--- config.mk ---
export PLATFORM = sky130hd
export DESIGN_NAME = ssp_sequencer_flat
export DESIGN_NICKNAME = d
export VERILOG_FILES = /design/src/rtl/ssp_pkg.sv /design/src/rtl/ssp_sequencer_if.sv /design/src/rtl/ssp_wait_timer.sv /design/src/rtl/ssp_sequencer.sv /design/src/flat_wrapper.sv
export SDC_FILE = /design/constraint.sdc
export NUM_CORES = 1
export LEC_CHECK = 0
export ABC_AREA = 1
export ABC_CLOCK_PERIOD_IN_PS = 2700
export BUFFER_PORTS_ARGS = -buffer_cell sky130_fd_sc_hd__buf_2
export CAP_MARGIN = 10
export CORE_MARGIN = 2
export CORE_UTILIZATION = 45
export DETAILED_ROUTE_END_ITERATION = 10
export PLACE_DENSITY = 0.83
export SETUP_SLACK_MARGIN = 0.2
export SYNTH_ARGS = -nofsm -noshare
export SYNTH_HDL_FRONTEND = slang
export SYNTH_SLANG_ARGS = --single-unit
--- constraint.sdc ---
create_clock -name clk -period 2.7 [get_ports clk]
set_clock_uncertainty 0.15 [all_clocks]
set_input_delay 0.27 -clock clk [delete_from_list [all_inputs] [get_ports clk]]
set_output_delay 0.27 -clock clk [all_outputs]
set_load 0.01 [all_outputs]
--- src/rtl/ssp_pkg.sv ---
// ssp_pkg: constants shared by the SSP sequencer block.
// Contents: opcode values, alu_op select encodings, the FSM state encoding,
// the default memory-wait limit, and small opcode-classification helpers.
package ssp_pkg;

    localparam int WAIT_MAX_DEFAULT = 15;
    localparam int WAIT_W           = 4;

    // Opcodes carried in instr[15:12]; 4'h8..4'hE are illegal.
    localparam logic [3:0] OP_NOP  = 4'h0;
    localparam logic [3:0] OP_ADD  = 4'h1;
    localparam logic [3:0] OP_SUB  = 4'h2;
    localparam logic [3:0] OP_AND  = 4'h3;
    localparam logic [3:0] OP_OR   = 4'h4;
    localparam logic [3:0] OP_LD   = 4'h5;
    localparam logic [3:0] OP_ST   = 4'h6;
    localparam logic [3:0] OP_JMP  = 4'h7;
    localparam logic [3:0] OP_HALT = 4'hF;

    // ALU selects; ALU_ADD doubles as the address add for LD/ST/JMP.
    localparam logic [2:0] ALU_ADD = 3'd0;
    localparam logic [2:0] ALU_SUB = 3'd1;
    localparam logic [2:0] ALU_AND = 3'd2;
    localparam logic [2:0] ALU_OR  = 3'd3;

    typedef enum logic [2:0] {
        ST_IDLE   = 3'd0,
        ST_FETCH  = 3'd1,
        ST_DECODE = 3'd2,
        ST_EXEC   = 3'd3,
        ST_MEM    = 3'd4,
        ST_WB     = 3'd5,
        ST_HALT   = 3'd6,
        ST_ERR    = 3'd7
    } state_t;

    function automatic logic op_illegal(input logic [3:0] op);
        return (op >= 4'h8) && (op <= 4'hE);
    endfunction

    function automatic logic [2:0] alu_sel(input logic [3:0] op);
        case (op)
            OP_ADD:  return ALU_ADD;
            OP_SUB:  return ALU_SUB;
            OP_AND:  return ALU_AND;
            OP_OR:   return ALU_OR;
            default: return ALU_ADD;
        endcase
    endfunction

    // Instructions that produce a register-file result in WB.
    function automatic logic op_writes_rf(input logic [3:0] op);
        return (op == OP_ADD) || (op == OP_SUB) || (op == OP_AND) ||
               (op == OP_OR)  || (op == OP_LD);
    endfunction

    // Instructions that load the ALU result register in EXEC.
    function automatic logic op_uses_alu(input logic [3:0] op);
        return !((op == OP_NOP) || (op == OP_JMP) || (op == OP_HALT));
    endfunction

endpackage

--- src/rtl/ssp_sequencer_if.sv ---
// ssp_sequencer_if: bundle between the sequencer and its environment.
// Inputs to the sequencer: start, instr, mem_ack.
// Outputs from the sequencer: datapath enables (pc/ir/a/b/alu/rf _we),
// mem_req/mem_we, rf_waddr, alu_op, busy/halted/error and the debug state.
// Handshake: mem_req is held high until a cycle with mem_ack=1 completes the
// access; mem_ack seen while mem_req=0 has no effect. start is a one-cycle
// pulse honoured only in IDLE.
interface ssp_sequencer_if;
    import ssp_pkg::*;

    logic        start;
    logic [15:0] instr;
    logic        mem_ack;

    logic        pc_we;
    logic        ir_we;
    logic        a_we;
    logic        b_we;
    logic        alu_we;
    logic        rf_we;
    logic        mem_req;
    logic        mem_we;
    logic [3:0]  rf_waddr;
    logic [2:0]  alu_op;
    logic        busy;
    logic        halted;
    logic        error;
    state_t      state;

    modport slave (
        input  start, instr, mem_ack,
        output pc_we, ir_we, a_we, b_we, alu_we, rf_we,
               mem_req, mem_we, rf_waddr, alu_op,
               busy, halted, error, state
    );

    modport master (
        output start, instr, mem_ack,
        input  pc_we, ir_we, a_we, b_we, alu_we, rf_we,
               mem_req, mem_we, rf_waddr, alu_op,
               busy, halted, error, state
    );

endinterface

--- src/rtl/ssp_wait_timer.sv ---
// ssp_wait_timer: memory-wait counter with timeout compare.
// Ports: clk, rst (sync, active-high); clr restarts the count when the FSM
// enters a memory-wait state; stall marks a cycle with mem_req=1 and
// mem_ack=0; timeout is high on the stall cycle that brings the count to
// WAIT_MAX, so the FSM leaves for ERR after exactly WAIT_MAX stall cycles.
module ssp_wait_timer
    import ssp_pkg::*;
#(
    parameter int WAIT_MAX = WAIT_MAX_DEFAULT
)
(
    input  logic clk,
    input  logic rst,
    input  logic clr,
    input  logic stall,
    output logic timeout
);

    localparam logic [WAIT_W-1:0] LAST_BEFORE_MAX = WAIT_W'(WAIT_MAX - 1);

    logic [WAIT_W-1:0] count;

    always_ff @(posedge clk) begin
        if (rst) begin
            count <= '0;
        end else if (clr) begin
            count <= '0;
        end else if (stall) begin
            count <= count + 1'b1;
        end
    end

    // A cycle with mem_ack is never a stall, so an ack on the limit cycle wins.
    assign timeout = stall && (count == LAST_BEFORE_MAX);

endmodule

--- src/rtl/ssp_sequencer.sv ---
// ssp_sequencer: multi-cycle instruction sequencer driving datapath enables.
// Ports: clk, rst (sync, active-high), bus (ssp_sequencer_if.slave) carrying
// start/instr/mem_ack in and enables, memory request, rf_waddr, alu_op,
// status flags and the debug state out.
// Flow: IDLE -> FETCH -> DECODE -> EXEC -> [MEM] -> WB -> FETCH, with HALT
// and ERR as terminal states left only through rst.
module ssp_sequencer
    import ssp_pkg::*;
#(
    parameter int WAIT_MAX = WAIT_MAX_DEFAULT
)
(
    input  logic              clk,
    input  logic              rst,
    ssp_sequencer_if.slave    bus
);

    state_t     state;
    state_t     state_next;
    logic [3:0] opcode;
    logic [3:0] dest;
    logic       unused_instr_bits;

    logic       pc_we, ir_we, a_we, b_we, alu_we, rf_we;
    logic       mem_req, mem_we;
    logic [3:0] rf_waddr;
    logic [2:0] alu_op;
    logic       busy, halted, error;

    logic       wait_enter;
    logic       stall;
    logic       timeout;

    assign opcode            = bus.instr[15:12];
    assign dest              = bus.instr[11:8];
    assign unused_instr_bits = ^bus.instr[7:0];

    // The counter restarts on every entry into a memory-wait state.
    assign wait_enter = (state_next != state) &&
                        ((state_next == ST_FETCH) || (state_next == ST_MEM));
    assign stall      = mem_req && !bus.mem_ack;

    ssp_wait_timer #(.WAIT_MAX(WAIT_MAX)) u_wait_timer (
        .clk     (clk),
        .rst     (rst),
        .clr     (wait_enter),
        .stall   (stall),
        .timeout (timeout)
    );

    always_ff @(posedge clk) begin
        if (rst) begin
            state <= ST_IDLE;
        end else begin
            state <= state_next;
        end
    end

    always_comb begin
        state_next = state;
        case (state)
            ST_IDLE: begin
                if (bus.start) state_next = ST_FETCH;
            end
            ST_FETCH: begin
                if (bus.mem_ack)   state_next = ST_DECODE;
                else if (timeout)  state_next = ST_ERR;
            end
            ST_DECODE: begin
                state_next = op_illegal(opcode) ? ST_ERR : ST_EXEC;
            end
            ST_EXEC: begin
                if ((opcode == OP_LD) || (opcode == OP_ST)) state_next = ST_MEM;
                else if (opcode == OP_HALT)                 state_next = ST_HALT;
                else                                        state_next = ST_WB;
            end
            ST_MEM: begin
                if (bus.mem_ack)   state_next = ST_WB;
                else if (timeout)  state_next = ST_ERR;
            end
            ST_WB:   state_next = ST_FETCH;
            ST_HALT: state_next = ST_HALT;
            ST_ERR:  state_next = ST_ERR;
            default: state_next = ST_IDLE;
        endcase
    end

    // Each state owns at most one enable group, so the groups never overlap.
    always_comb begin
        pc_we    = 1'b0;
        ir_we    = 1'b0;
        a_we     = 1'b0;
        b_we     = 1'b0;
        alu_we   = 1'b0;
        rf_we    = 1'b0;
        mem_req  = 1'b0;
        mem_we   = 1'b0;
        rf_waddr = 4'd0;
        busy     = 1'b0;
        halted   = 1'b0;
        error    = 1'b0;
        alu_op   = alu_sel(opcode);
        case (state)
            ST_FETCH: begin
                busy    = 1'b1;
                mem_req = 1'b1;
                ir_we   = bus.mem_ack;
            end
            ST_DECODE: begin
                busy = 1'b1;
                a_we = !op_illegal(opcode);
                b_we = !op_illegal(opcode);
            end
            ST_EXEC: begin
                busy   = 1'b1;
                alu_we = op_uses_alu(opcode);
            end
            ST_MEM: begin
                busy    = 1'b1;
                mem_req = 1'b1;
                mem_we  = (opcode == OP_ST);
            end
            ST_WB: begin
                busy     = 1'b1;
                pc_we    = 1'b1;
                rf_we    = op_writes_rf(opcode);
                rf_waddr = op_writes_rf(opcode) ? dest : 4'd0;
            end
            ST_HALT: halted = 1'b1;
            ST_ERR:  error  = 1'b1;
            default: ;
        endcase
    end

    assign bus.pc_we    = pc_we;
    assign bus.ir_we    = ir_we;
    assign bus.a_we     = a_we;
    assign bus.b_we     = b_we;
    assign bus.alu_we   = alu_we;
    assign bus.rf_we    = rf_we;
    assign bus.mem_req  = mem_req;
    assign bus.mem_we   = mem_we;
    assign bus.rf_waddr = rf_waddr;
    assign bus.alu_op   = alu_op;
    assign bus.busy     = busy;
    assign bus.halted   = halted;
    assign bus.error    = error;
    assign bus.state    = state;

endmodule

--- src/flat_wrapper.sv ---
// flat-port wrapper written by rule: the top's interface ports become plain ports
module ssp_sequencer_flat import ssp_pkg::*;
#(
    parameter int WAIT_MAX = WAIT_MAX_DEFAULT
)
  (clk, rst, bus_start, bus_instr, bus_mem_ack, bus_pc_we, bus_ir_we, bus_a_we, bus_b_we, bus_alu_we, bus_rf_we, bus_mem_req, bus_mem_we, bus_rf_waddr, bus_alu_op, bus_busy, bus_halted, bus_error, bus_state);
  ssp_sequencer_if bus_i ();
  input  logic clk;
  input  logic rst;
  input wire logic [$bits(bus_i.start)-1:0] bus_start;
  input wire logic [$bits(bus_i.instr)-1:0] bus_instr;
  input wire logic [$bits(bus_i.mem_ack)-1:0] bus_mem_ack;
  output wire logic [$bits(bus_i.pc_we)-1:0] bus_pc_we;
  output wire logic [$bits(bus_i.ir_we)-1:0] bus_ir_we;
  output wire logic [$bits(bus_i.a_we)-1:0] bus_a_we;
  output wire logic [$bits(bus_i.b_we)-1:0] bus_b_we;
  output wire logic [$bits(bus_i.alu_we)-1:0] bus_alu_we;
  output wire logic [$bits(bus_i.rf_we)-1:0] bus_rf_we;
  output wire logic [$bits(bus_i.mem_req)-1:0] bus_mem_req;
  output wire logic [$bits(bus_i.mem_we)-1:0] bus_mem_we;
  output wire logic [$bits(bus_i.rf_waddr)-1:0] bus_rf_waddr;
  output wire logic [$bits(bus_i.alu_op)-1:0] bus_alu_op;
  output wire logic [$bits(bus_i.busy)-1:0] bus_busy;
  output wire logic [$bits(bus_i.halted)-1:0] bus_halted;
  output wire logic [$bits(bus_i.error)-1:0] bus_error;
  output wire logic [$bits(bus_i.state)-1:0] bus_state;
  assign bus_i.start = bus_start;
  assign bus_i.instr = bus_instr;
  assign bus_i.mem_ack = bus_mem_ack;
  assign bus_pc_we = bus_i.pc_we;
  assign bus_ir_we = bus_i.ir_we;
  assign bus_a_we = bus_i.a_we;
  assign bus_b_we = bus_i.b_we;
  assign bus_alu_we = bus_i.alu_we;
  assign bus_rf_we = bus_i.rf_we;
  assign bus_mem_req = bus_i.mem_req;
  assign bus_mem_we = bus_i.mem_we;
  assign bus_rf_waddr = bus_i.rf_waddr;
  assign bus_alu_op = bus_i.alu_op;
  assign bus_busy = bus_i.busy;
  assign bus_halted = bus_i.halted;
  assign bus_error = bus_i.error;
  assign bus_state = bus_i.state;
  ssp_sequencer #(.WAIT_MAX(WAIT_MAX)) u_core (.clk(clk), .rst(rst), .bus(bus_i));
endmodule
==> Word-level counts from Yosys, hierarchy flattened <==
Index checks and enable logic that the tools add are counted.
{ "totals": {"mem_bits_ro": 0, "ramBits": 0, "wordCells": 65, "input_bits": 20, "out_inout_bits": 21, "n_memories": 0, "latch_bits": 0, "register_bits": 7} }
{ "op_classes": {"mul": 0, "n_mux": 21, "n_reduce_logical": 20, "eq_ne": 19, "div": 0, "bitwise_logic": 0, "n_shift": 0, "n_lt_le_gt_ge": 2, "addsub": 1} }
{ "op_table": {"columns": ["op", "count"], "rows": [
  ["$pmux W3 S8", 1],
  ["$mux W3", 6],
  ["$eq A4 B3 Y1 const B", 4],
  ["$eq A3 B3 Y1 const B", 5],
  ["$mux W1", 10],
  ["$eq A4 B2 Y1 const B", 2],
  ["$eq A4 B4 Y1 const B", 2],
  ["$logic_or A1 B1 Y1", 8],
  ["$mux W4", 2],
  ["$eq A3 B1 Y1 const B", 2],
  ["$eq A3 B2 Y1 const B", 2],
  ["$pmux W2 S3", 1],
  ["$reduce_or A5 Y1", 1],
  ["$add A4 B1 Y4 const B", 1],
  ["$eq A4 B1 Y1 const B", 1],
  ["$ge A4 B4 Y1 const B", 1],
  ["$le A4 B4 Y1 const B", 1],
  ["$logic_and A1 B1 Y1", 4],
  ["$logic_not A4 Y1", 1],
  ["$reduce_or A2 Y1", 2],
  ["$logic_not A1 Y1", 3],
  ["$logic_not A3 Y1", 1],
  ["$ne A3 B3 Y1", 1],
  ["$mux W2", 1]
]} }

==> Logic depth before layout (Yosys ltp) <==
Gate-level depths: netlist of the first run.
{ "depth": {"ltp_word": 12, "mapped_depth": 9, "ltp_nobuf": 9} }

==> Modules after synthesis <==
Synthesis of the first run repeated with hierarchy kept, for this count alone.
{ "unflattened": {"cells_unflattened": 135, "hier_area_um2": 750.7} }
{ "by_module_without_submodules": {"columns": ["module", "instances", "seq_area_each_um2", "cells_per_inst", "area_each_um2"], "rows": [
  ["ssp_sequencer", 1, 60.1, 109, 558.0],
  ["ssp_wait_timer", 1, 80.1, 26, 192.7]
]} }

==> Worst setup path after synthesis of the first run <==
OpenSTA, ideal clock, no wires.
{ "synth_path": {"path_kind": "flip-flop to output port", "startpoint": "register u_core.state[2] (netlist: u_core.bus.state[2])", "endpoint": "output bus_rf_waddr[0]", "path_slack_ns": 1.143, "t_arrival_ns": 1.137, "t_required_ns": 2.280, "path_stages_with_launch": 5, "n_path_buf": 0, "cell_sequence": "dfxtp_1 -> inv_2 -> nor2_1 -> nand2_1 -> nor2_1"} }
{ "synth_via": {"elab_chain_len": 2} }
{ "synth_lines": {"columns": ["item", "line", "rtl"], "rows": [
  ["start: declaration", "ssp_sequencer.sv:18", "state_t state;"],
  ["start signal: assignment", "ssp_sequencer.sv:55", "state <= state_next;"],
  ["$eq A3 B3 Y1", "ssp_sequencer.sv:103", "case (state)"],
  ["$mux W4", "ssp_sequencer.sv:103", null],
  ["end: declaration", "flat_wrapper.sv:21", "output wire logic [$bits(bus_i.rf_waddr)-1:0] bus_rf_waddr;"]
]} }
Every way passes these cells.

==> Worst setup path in the final report of the first run <==
{ "layout_path": {"startpoint": "register u_core.state[1] (netlist: u_core.bus.state[1])", "endpoint": "output bus_mem_we"} }
{ "layout_via": {"elab_chain_len": 2} }
{ "layout_lines": {"columns": ["item", "line", "rtl"], "rows": [
  ["$eq A3 B3 Y1", "ssp_sequencer.sv:103", null],
  ["$mux W1", "ssp_sequencer.sv:103", null],
  ["end: declaration", "flat_wrapper.sv:20", "output wire logic [$bits(bus_i.mem_we)-1:0] bus_mem_we;"]
]} }
Every way passes these cells.

==> impl_metrics.toml, run 1 <==
[yosys]
yosysUniqueCellTypes = 23
syn_avg_cell_area_um2 = 5.74
netlist.area_leader.share_pct = 20.5
synth_most_common_cell = "nand2_1"
ys_seq_elements = 7
synth-main-ff-cell = "dfxtp_1"
yosysSeqAreaShare_pct = 20.5
syn-cell-area_um2 = 683
yosys.area.top_type = "dfxtp_1"
synth_top_family_by_area = "simple AND/OR/NAND/NOR gates"
postSynth.asyncResetShare_pct = 0
synth_compound_gate_area_share_pct = 11.0
yosys.area_share.simple_pct = 45.1
yosys_warnings = 0
netlist_top_cells_count = "nand2_1 (26), inv_1 (21), nor2_1 (19), nand3_1 (12), dfxtp_1 (7)"
synthXorXnorAreaFrac_pct = 3.85
syn-num-nets = 141
synth-adder-area-share_pct = 3.66
muxShareOfSynthArea_pct = 0
postSynthCellCount = 119
synth-edff-count = 0
synth.area.top_cells = "dfxtp_1 (21%), nand2_1 (14%), inv_1 (12%), nor2_1 (10%), nand3_1 (8.8%)"

[worst_setup_path]
required_ns = 2.28
rr_worst_depth = 9
worstReg2RegStart = "u_core.bus.state[2]"
path_max_fanout = 8
r2r_setup_slack_ns = 1.07
crit_path_start = "u_core.bus.state[1]"
critPathCaptureType = "primary output"
cp-endpoint = "bus_mem_we"
path_class = "flop to primary output"
timing.rr.end = "u_core.u_wait_timer.count[0]"
setup.worst_path.start_class = "flop"
arrival_ns = 1.37

[pwr]
ir_worst_vdd_mv = 0.475
p_leak_nw = 0.522
total_power_w = 0.000685
p_per_area_nw_per_um2 = 787

[detailed_routing]
post_drt_wl_per_cell_um = 9.38
postRouteAntennaNets = 0
dr.first_iter.drc_count = 16
viasPerCell = 4.88
firstDrtPassIters = 4
drcViolationCount = 0
vias = 820
wirelength_um = 1580

[clock_tree]
cts_tree = "done"
path_clk_slew_ns = 0.05
cts.sinks = 7
clock_latency_ns = 0.25
cts_buffer_depth = 2
post_cts_resized = 0
cts_root_buffer = "clkbuf_4"
htreeDepth = 1
hold_buffers = 0
post-cts-setup-buffer-count = 0
cts_buffers = 3

[worst_hold_path]
min_from = "rst"
hp-class = "input port to flop"

[placed_design]
place_congestion = 0.825
port_buffers = 31
dpl.hpwl_um = 1320

[floorplanning]
chipHeight_um = 43.0
dieWidth_um = 43.0
rows = 14
die-area_um2 = 1850
ios = 41
core-area_um2 = 1470
initial_utilization_pct = 46.4

[timing]
setup_violations = 0
hold_slack_ns = 0.0908
fin_crit_sh_pct = 66.4
post-route-min-period_ns = 1.79
fmax_mhz = 558
hold_viol = 0
rsz0062_at_grt = "false"
finalSetupTns_ns = 0
slew_violations = 0

[finish]
drive_gt1_share_pct = 29.6
area_growth_pct = 27.3
finalNetCount = 175
fin_util_pct = 59.1
diodes = 0
fill_cells = 155

[global_routing]
grt_pass1_vias = 677
overflow = 0
grt_use_total_pct = 18.8
grt_pass1_wl_um = 2630
grt_max_degree = 9
antenna_found_initial = 0

[flow_run]
cap_violations = 0

[status]
outcome = "complete, no violations"
worst min path at each step:
stage	end	cells after the start
after floorplan	u_core.bus.state[0]	1
after global placement	u_core.bus.state[0]	2
after detailed placement	u_core.bus.state[0]	2
after CTS	u_core.bus.state[0]	2
after global routing	u_core.bus.state[0]	2
final	u_core.bus.state[0]	2
worst max-delay path: stages, from the launching register on:
cell     delay (ns)
dfxtp_1        0.37
nor2_1         0.18
nand2_1        0.15
nor4_1         0.25
buf_2          0.17
cell type report:
type / count / area, um^2 / share of cell area (%)
Sequential cell: 7 / 140 / 16.1
Inverter: 24 / 90.1 / 10.4
Timing Repair Buffer: 31 / 155 / 17.8
Multi-Input combinational cell: 86 / 438 / 50.4
Tap cell: 16 / 20.0 / 2.30
Clock buffer: 4 / 26.3 / 3.02
cell families after synthesis:
| family | after synthesis |
|---|---|
| AO/OA/AOI/OAI | 13 |
| adder cells (fa/ha/maj) | 2 |
| other | 1 |
| buffers and inverters | 26 |
| flip-flops | 7 |
| AND/OR/NAND/NOR | 67 |
| XOR/XNOR | 3 |
metal layers:
layer	wire length [um]	track usage [%]	vias to the layer above
met2	816	34.2	23
met4	8	9.09	0
met3	98	2.55	2
met5	0	0	-
li1	-	-	435
met1	653	21.0	360
state kept, by name, summed over array words and instances (netlist names):
register and cells:
u_core.u_wait_timer.count 4, u_core.bus.state 3
power breakdown:
group | leakage, nW | internal [W] | switching (W)
Clock | 0.0150 | 0.0000563 | 0.0000376
Combinational | 0.450 | 0.000151 | 0.000264
Sequential | 0.0571 | 0.000131 | 0.0000453
Total | 0.522 | 0.000337 | 0.000347
placed cells by master, fill, tap and decap left out, types with 2 or more instances in the layout:
master    instances
nor2_1           19
xor2_1            2
inv_2             3
clkbuf_4          3
ha_1              2
nand2_1          26
buf_2            31
dfxtp_1           7
a21oi_2           2
o21ai_0           5
nand3_1          12
nor2_2            2
nand2_2           2
inv_1            21
a21oi_1           5
through the flow:
stage	std cells	cell area [um^2]	setup WS [ns]
4_1_cts	168	870	0.880
2_1_floorplan	119	683	1.14
3_5_place_dp	164	843	1.06
5_1_grt	168	870	0.687
3_3_place_gp	164	843	1.08
6_report	168	870	0.907
Power figures use the tool's default switching activity.
==> run 2, diff against run 1 <==
Settings changed: ABC_CLOCK_PERIOD_IN_PS 2700 to 1470, CORE_UTILIZATION 45 to 38, PLACE_DENSITY 0.83 to 0.74.
Clock period 2.7 ns to 1.47 ns, I/O delays scaled along.
==> impl_metrics.toml, run 2 (same netlist as run 1, synthesis figures left out) <==
[floorplanning]
core-area_um2 = 1710
initial_utilization_pct = 40.0
ios = 41
rows = 15
dieWidth_um = 46.4
chipHeight_um = 46.4
die-area_um2 = 2150

[placed_design]
placed_cells = 175
place_area_um2 = 907
dpl.hpwl_um = 1460
place_congestion = 0.842
port_buffers = 31

[global_routing]
grt_pass1_vias = 730
antenna_found_initial = 0
grt_pass1_wl_um = 2750
grt_max_degree = 9
grt_use_total_pct = 17.8
overflow = 0

[worst_hold_path]
hp-class = "input port to flop"

[status]
outcome = "complete, but fails checks"
violations = "negative setup slack"

[finish]
drive_gt1_share_pct = 47.8
regArea_um2 = 154
regMostFlops = "u_core.u_wait_timer.count"
finalNetCount = 182
mostFrequentLayoutCells = "buf_2 (28), nand2_1 (20), inv_1 (18)"
fill_cells = 166
finalInstanceArea_um2 = 1070
final_cells = 184
top_regs = "u_core.u_wait_timer.count x4, u_core.bus.state x3"
multi_input_area_um2 = 532
final_common_cell = "buf_2"
area_growth_pct = 57.3
diodes = 0
largest_reg_flops = 4

[timing]
hold_slack_ns = 0.0373
finalWorstSetupSlack_ns = -0.109
fin_crit_sh_pct = 107
slew_violations = 0
fmax_mhz = 633
hold_viol = 0
rsz0062_at_grt = "true"
post-route-min-period_ns = 1.58
setup_violations = 14

[worst_setup_path]
setup.worst_path.start_class = "flop"
slowest_delay_ns = 0.37
cpMaxStageDelayCell = "dfxtp_4"
critPathCaptureType = "primary output"
path_max_fanout = 5
path_class = "flop to primary output"
required_ns = 1.17
crit_top_cell = "nand2_4"
arrival_ns = 1.28
critical_path.cell_chain = "inv_4 > nand2_4 > buf_6 > nor2_4 > nand2_4 > nor2_1 > buf_2"

[clock_tree]
path_clk_slew_ns = 0.06
cts_buffers = 3
cts_tree = "done"
htreeDepth = 1
clock_latency_ns = 0.26
cts.sinks = 7
cts_root_buffer = "clkbuf_4"
cts_buffer_depth = 2

[pwr]
p_per_area_nw_per_um2 = 1520
ir_worst_vdd_mv = 1.28
total_power_w = 0.00163
p_leak_nw = 0.585

[flow_run]
cap_violations = 0

[detailed_routing]
post_drt_wl_per_cell_um = 10.3
wirelength_um = 1890
vias = 858
viasPerCell = 4.66
drcViolationCount = 0
postRouteAntennaNets = 0
dr.first_iter.drc_count = 8
firstDrtPassIters = 4
==> run 2: cell types whose count changed in the layout (fill, tap and decap cells not counted), sizes merged <==
cell	before	now
buf	31	37
dlygate4sd3	0	1
==> run 2: cell type report <==
| class | count | area share, % |
|---|---|---|
| multi-input cells | 86 | 49.5 |
| clock buffers | 4 | 2.44 |
| flip-flops and latches | 7 | 14.3 |
| inverters | 24 | 8.85 |
| well taps | 25 | 2.91 |
| repair buffers | 38 | 22.0 |
==> run 2: layer usage <==
layer  vias to the layer above  wire (um)  GRT usage, %
li1                        448          -             -
met1                       374        730          17.9
met2                        28       1010          34.4
met3                         8        105          4.31
met4                         0         42          6.29
met5                         -          0             0
==> run 2: report_power, final <==
part / leakage [nW] / total, W / internal, W / switching [W]
logic: 0.510 / 0.00108 / 0.000462 / 0.000621
registers: 0.0600 / 0.000370 / 0.000263 / 0.000106
clock network: 0.0150 / 0.000181 / 0.000104 / 0.0000772
==> run 2: worst paths after layout <==
kind                                     start                           end  slack, ns  depth (start not counted)
hold reg to reg   u_core.u_wait_timer.count[3]  u_core.u_wait_timer.count[3]       0.43                          3
hold / removal                             rst           u_core.bus.state[2]       0.04                          4
setup reg to reg           u_core.bus.state[1]  u_core.u_wait_timer.count[1]      -0.10                          8
setup / recovery           u_core.bus.state[1]               bus_rf_waddr[1]      -0.11                          7
==> run 2: through the flow <==
stage | utilization [%] | setup WS (ns) | setup TNS (ns)
final | 62.9 | -0.109 | -1.02
after CTS | 59.3 | -0.108 | -0.733
after global placement | 53.1 | 0.000419 | 0
after detailed placement | 53.1 | -0.0214 | -0.0391
after floorplan | - | 0.110 | 0
after global routing | 62.9 | -0.202 | -2.09
==> run 2: worst max-delay path, delay by kind of cell, from the launching register on <==
| kind | cells | cell delay [ns] |
|---|---|---|
| buffers and inverters | 3 | 0.32 |
| flip-flops | 1 | 0.37 |
| AND/OR/NAND/NOR | 4 | 0.33 |
==> run 2: what timing repair did <==
item / in CTS / in global routing
buffers inserted: 3 / 1
endpoints found under the hold margin: 2 / 0
endpoints found under the setup margin: 20 / 22
gates cloned: 0 / 0
gates resized for setup: 15 / 14
hold buffers: 1 / 0
pin swaps: 2 / 4
